`config.mk`:
```
export PLATFORM = sky130hd
export DESIGN_NAME = word_serializer
export DESIGN_NICKNAME = d
export VERILOG_FILES = /design/src/rtl/serial_pkg.sv /design/src/rtl/word_prefetch_reg.sv /design/src/rtl/word_serializer.sv
export SDC_FILE = /design/constraint.sdc
export NUM_CORES = 1
export LEC_CHECK = 0
export ABC_AREA = 1
export BUFFER_PORTS_ARGS = -buffer_cell sky130_fd_sc_hd__buf_4
export CORE_MARGIN = 10
export CORE_UTILIZATION = 43
export CTS_CLUSTER_SIZE = 14
export DETAILED_ROUTE_END_ITERATION = 6
export PLACE_DENSITY = 0.72
export RECOVER_POWER = 50
export SYNTH_ARGS = -nofsm -noshare
export SYNTH_HDL_FRONTEND = slang
export SYNTH_SLANG_ARGS = --single-unit
export TNS_END_PERCENT = 20
```
`constraint.sdc`:
```
create_clock -name clk -period 1.8 [get_ports clk]
set_input_delay 0.54 -clock clk [delete_from_list [all_inputs] [get_ports clk]]
set_output_delay 0.54 -clock clk [all_outputs]
set_load 0.03 [all_outputs]
```
`src/rtl/serial_pkg.sv`:
```
// Shared types and constants for the serializer and the detector-side blocks.
// No logic: typedefs and localparams only.
// Imported by word_serializer and word_prefetch_reg.
package serial_pkg;

    // Default serial word length in bits
    localparam int DEFAULT_WIDTH = 8;

    // Serializer control states: IDLE = nothing shifting, SHIFT = word on the wire
    typedef enum logic {
        IDLE  = 1'b0,
        SHIFT = 1'b1
    } state_t;

endpackage

```
`src/rtl/word_prefetch_reg.sv`:
```
// One-entry word holding register with valid/ready on both sides.
// Latency: one cycle from input transfer to out_valid.
// Backpressure: in_ready is low while the entry is full; the entry drains when out_ready is high.
module word_prefetch_reg
    import serial_pkg::*;
#(
    parameter int WIDTH = DEFAULT_WIDTH
) (
    input  logic             clk,
    input  logic             resetn,
    input  logic             in_valid,
    output logic             in_ready,
    input  logic [WIDTH-1:0] in_data,
    output logic             out_valid,
    input  logic             out_ready,
    output logic [WIDTH-1:0] out_data
);

    logic             full;
    logic [WIDTH-1:0] data;

    assign in_ready  = !full;
    assign out_valid = full;
    assign out_data  = data;

    // Fill when empty and offered; empty when the consumer takes the word.
    // Fill and drain never coincide because in_ready requires the entry empty.
    always_ff @(posedge clk or negedge resetn) begin
        if (!resetn) begin
            full <= 1'b0;
            data <= '0;
        end else if (in_valid && in_ready) begin
            full <= 1'b1;
            data <= in_data;
        end else if (out_valid && out_ready) begin
            full <= 1'b0;
        end
    end

endmodule

```
`src/rtl/word_serializer.sv`:
```
// Parallel-to-serial word converter, MSB first, with first/last bit markers.
// Latency: MSB of a word accepted at edge k is on dout in the cycle after edge k.
// Backpressure: din_ready is high in IDLE and on the last bit (zero-bubble reload);
//   with WORD_SERIALIZER_PREFETCH_EN defined it is high in SHIFT while the one-word prefetch is empty.
module word_serializer
    import serial_pkg::*;
#(
    parameter int WIDTH = DEFAULT_WIDTH
) (
    input  logic             clk,
    input  logic             resetn,
    input  logic [WIDTH-1:0] din,
    input  logic             din_valid,
    output logic             din_ready,
    output logic             dout,
    output logic             dout_valid,
    output logic             dout_first,
    output logic             dout_last
);

    localparam int            CW       = $clog2(WIDTH);
    localparam logic [CW-1:0] LAST_CNT = CW'(WIDTH - 1);

    state_t           state;
    state_t           state_nxt;
    logic [CW-1:0]    cnt;
    logic [CW-1:0]    cnt_nxt;
    logic [CW-1:0]    cnt_inc;
    logic [WIDTH-1:0] sreg;
    logic [WIDTH-1:0] sreg_nxt;
    logic             dout_nxt;
    logic             dout_valid_nxt;
    logic             dout_first_nxt;
    logic             dout_last_nxt;

    // at_last: the LSB of the current word is on dout this cycle
    logic             at_last;
    // load: a new word enters the shift register at the coming edge
    logic             load;
    logic [WIDTH-1:0] load_word;

    assign at_last = (state == SHIFT) && (cnt == LAST_CNT);
    assign cnt_inc = cnt + CW'(1);

`ifdef WORD_SERIALIZER_PREFETCH_EN
    logic             pf_in_valid;
    logic             pf_in_ready;
    logic             pf_out_valid;
    logic             pf_out_ready;
    logic [WIDTH-1:0] pf_out_data;

    // Ready depends on state and prefetch occupancy only; forced low while in reset
    assign din_ready    = resetn && ((state == IDLE) || pf_in_ready);
    // Mid-word transfers park in the prefetch; a last-bit transfer with an empty
    // prefetch bypasses it and loads the shift register directly
    assign pf_in_valid  = din_valid && (state == SHIFT) && !at_last;
    assign pf_out_ready = at_last;
    assign load         = ((state == IDLE) && din_valid && din_ready) ||
                          (at_last && (pf_out_valid || (din_valid && din_ready)));
    assign load_word    = pf_out_valid ? pf_out_data : din;

    word_prefetch_reg #(
        .WIDTH (WIDTH)
    ) u_prefetch (
        .clk       (clk),
        .resetn    (resetn),
        .in_valid  (pf_in_valid),
        .in_ready  (pf_in_ready),
        .in_data   (din),
        .out_valid (pf_out_valid),
        .out_ready (pf_out_ready),
        .out_data  (pf_out_data)
    );
`else
    // Ready depends on state only; forced low while in reset
    assign din_ready = resetn && ((state == IDLE) || at_last);
    assign load      = din_valid && din_ready;
    assign load_word = din;
`endif

    // State register plus registered datapath and outputs
    always_ff @(posedge clk or negedge resetn) begin
        if (!resetn) begin
            state      <= IDLE;
            cnt        <= '0;
            sreg       <= '0;
            dout       <= 1'b0;
            dout_valid <= 1'b0;
            dout_first <= 1'b0;
            dout_last  <= 1'b0;
        end else begin
            state      <= state_nxt;
            cnt        <= cnt_nxt;
            sreg       <= sreg_nxt;
            dout       <= dout_nxt;
            dout_valid <= dout_valid_nxt;
            dout_first <= dout_first_nxt;
            dout_last  <= dout_last_nxt;
        end
    end

    // Next-state: enter SHIFT on a load, leave it after the last bit if nothing reloads
    always_comb begin
        state_nxt = state;
        case (state)
            IDLE:    if (load) state_nxt = SHIFT;
            SHIFT:   if (at_last && !load) state_nxt = IDLE;
            default: state_nxt = IDLE;
        endcase
    end

    // Datapath/output next values; sreg[WIDTH-1] always mirrors the bit on dout
    always_comb begin
        cnt_nxt        = cnt;
        sreg_nxt       = sreg;
        dout_nxt       = 1'b0;
        dout_valid_nxt = 1'b0;
        dout_first_nxt = 1'b0;
        dout_last_nxt  = 1'b0;
        if (load) begin
            sreg_nxt       = load_word;
            cnt_nxt        = '0;
            dout_nxt       = load_word[WIDTH-1];
            dout_valid_nxt = 1'b1;
            dout_first_nxt = 1'b1;
        end else if ((state == SHIFT) && !at_last) begin
            sreg_nxt       = {sreg[WIDTH-2:0], 1'b0};
            cnt_nxt        = cnt_inc;
            dout_nxt       = sreg[WIDTH-2];
            dout_valid_nxt = 1'b1;
            dout_last_nxt  = (cnt_inc == LAST_CNT);
        end else if (at_last) begin
            sreg_nxt = '0;
            cnt_nxt  = '0;
        end
    end

endmodule

```
==> results.sh <==
export IMPL_drtIter0Drc=11
export IMPL_yosys_cell_types_count=12
export IMPL_setup_viol=1
export IMPL_skew_ps=4.277
export IMPL_use_met3_pct=5.365
export IMPL_cts_sinks=15
export IMPL_die_w_um=59.49
export IMPL_stdcell_count=112
export IMPL_mostFrequentLayoutCell="buf_4"
export IMPL_antenna_found_initial=0
export IMPL_cts_clk_slew_worst_paths_ps=90
export IMPL_final_cell_mix="23 x buf_4, 16 x nand2_1, 16 x nand3_1"
export IMPL_numCtsBuffers=3
export IMPL_period_needed_ps=1921
export IMPL_cp_data_arrival_time_ps=1380
export IMPL_ir_drop_uv=872.2
export IMPL_grtUsageTotal_pct=9.146
export IMPL_io_pins=16
export IMPL_grt_max_degree=14
export IMPL_netlist_area_leader_share_pct=55.97
export IMPL_insertion_delay_ps=280
export IMPL_yosysTopAreaCell="dfrtp_1"
export IMPL_rows=14
export IMPL_tns_ps=-120.9
export IMPL_finalInstanceArea_um2=907.1
export IMPL_start_util_pct=45.04
export IMPL_cts_tree="done"
export IMPL_avgSynthCellArea_um2=9.446
export IMPL_start_kind="flop"
export IMPL_vias=576
export IMPL_ys_seq_elements=15
export IMPL_drive_gt1_share_pct=35.42
export IMPL_diodes=0
export IMPL_first_pass_iters=5
export IMPL_ys_seq_area_share_pct=55.97
export IMPL_p_leak_uw=0.0004680
export IMPL_setup_ws_ps=-120.9
export IMPL_powerDensity_mw_per_mm2=1574
export IMPL_synthTopCellsByArea="dfrtp_1 56%, nand3_1 12%, nand2_1 9.5%, ha_1 5.6%, nand4_1 5.6%"
export IMPL_port_buffers=15
export IMPL_viasPerCell=5.143
export IMPL_nets=111
export IMPL_relSlewSlack_pct=80.13
export IMPL_drv_cap=0
export IMPL_hold_slack_ps=163.2
export IMPL_tightest_slew_ps=296.2
export IMPL_post_drt_wl_per_cell_um=13.96
export IMPL_grt_pass1_vias=583
export IMPL_drtAntennaViolNets=0
export IMPL_grt_busiest_layer="met2"
export IMPL_cts_max_level=1
export IMPL_grt_pass1_wl_mm=2.525
export IMPL_timing_final_crit_share_pct=106.7
export IMPL_cp_startpoint="cnt[0]"
export IMPL_syn_inst=71
export IMPL_drv_slew=0
export IMPL_r2r_start="cnt[0]"
export IMPL_post_dp_cell_area_um2=814.5
export IMPL_core_area_mm2=0.001489
export IMPL_drc=0
export IMPL_die_y_um=59.49
export IMPL_hold_buffers=0
export IMPL_routabilityCongestion=0.7494
export IMPL_placedCellCount=103
export IMPL_status="complete, but fails checks"
export IMPL_worstPathMaxFanout=2
export IMPL_rsz0062_at_grt="yes"
export IMPL_hold_viol_final=0
export IMPL_syn_area_um2=670.6
export IMPL_clock_path_buffers=2
export IMPL_area_delta_synth_final_pct=35.26
export IMPL_die_area_mm2=0.003539
export IMPL_place_hpwl_mm=1.076
export IMPL_overflow=0
export IMPL_max_freq_mhz=520.6
export IMPL_required_ps=1260
export IMPL_grtUsageMet1_pct=10.32
export IMPL_hold_class="in -> async"
export IMPL_failed_checks="setup timing"
export IMPL_power_uw=1428
export IMPL_drt_total_wl_mm=1.563
export IMPL_end_kind="primary output"
export IMPL_syn_nets=85
export IMPL_yosys_warnings=0
export IMPL_cts_root_buf="clkbuf_4"
export IMPL_crit_type="reg -> out"
export IMPL_met2_usage_pct=14.12
[logic make-up (layout without fill, tap and decap cells)]
logic type      Yosys count  count (layout)  synth area share [%]
compound gates            2               2                 1.493
flops                    15              15                 55.97
simple gates             42              42                 29.67
fa+ha+maj                 3               3                 5.598
buf+inv                   9              34                 7.275
[metrics by stage]
step | util (%) | setup slack [ps]
2_1_floorplan | - | 37.24
6_report | 60.92 | -120.9
3_3_place_gp | 54.71 | 123.8
4_1_cts | 58.66 | -126.8
3_5_place_dp | 54.71 | 87.25
5_1_grt | 60.92 | -174.5
[path summary, 6_finish.rpt]
kind	end	slack (ps)	depth (start not counted)
worst min register to register	dout	490	2
worst min-delay path	cnt[0]	160	2
worst max-delay path	din_ready	-120	7
max in group asynchronous	sreg[6]	1470	2
min in group clk	dout	450	3
worst max register to register	cnt[0]	200	8
[layout make-up]
| cell class | instances | area, um2 |
|---|---|---|
| Clock buffer | 4 | 26.28 |
| Fill cell | 126 | 581.8 |
| Inverter | 6 | 25.02 |
| Multi-Input combinational cell | 47 | 276.5 |
| Sequential cell | 15 | 375.4 |
| Tap cell | 16 | 20.02 |
| Timing Repair Buffer | 24 | 183.9 |
[critical path: stages, from the launching register on]
cell	delay, ps
dfrtp_1	400
ha_2	210
ha_4	160
inv_2	60
nand2_4	50
inv_4	60
nor2_4	30
buf_6	130
[flip-flops by register name, summed over array words and instances (netlist names)]
name,cells
dout,1
sreg,7
cnt,3
state,1
dout_first,1
dout_valid,1
dout_last,1
[repair_timing]
action                                 CTS  global route
resized for setup                        4             5
pin swaps                                1             1
setup buffers                            3             2
setup endpoints to repair                1             1
endpoints found under the hold margin    0             0
[cells in the mapped netlist]
| master | n |
|---|---|
| nand4_1 | 6 |
| nor2_1 | 2 |
| inv_1 | 4 |
| nand2_1 | 17 |
| nand3_2 | 1 |
| clkinv_1 | 2 |
| dfrtp_1 | 15 |
| buf_6 | 1 |
| o21ai_0 | 2 |
| buf_4 | 2 |
| nand3_1 | 16 |
| ha_1 | 3 |
[per-layer routing]
metal  routed length (um)  share of wire [%]  vias to the layer above
met2                  825                 53                       17
met4                    4               0.26                        0
met3                  113                7.2                        2
met5                    0                  0                        -
li1                     -                  -                      289
met1                  619                 40                      268
[power breakdown]
| group | total [uW] | internal [uW] | switching (uW) | leakage [uW] |
|---|---|---|---|---|
| logic | 703 | 311 | 392 | 0.000262 |
| clock network | 189 | 86.1 | 103 | 0.0000150 |
| registers | 536 | 463 | 73.0 | 0.000191 |
Power figures use the tool's default switching activity.
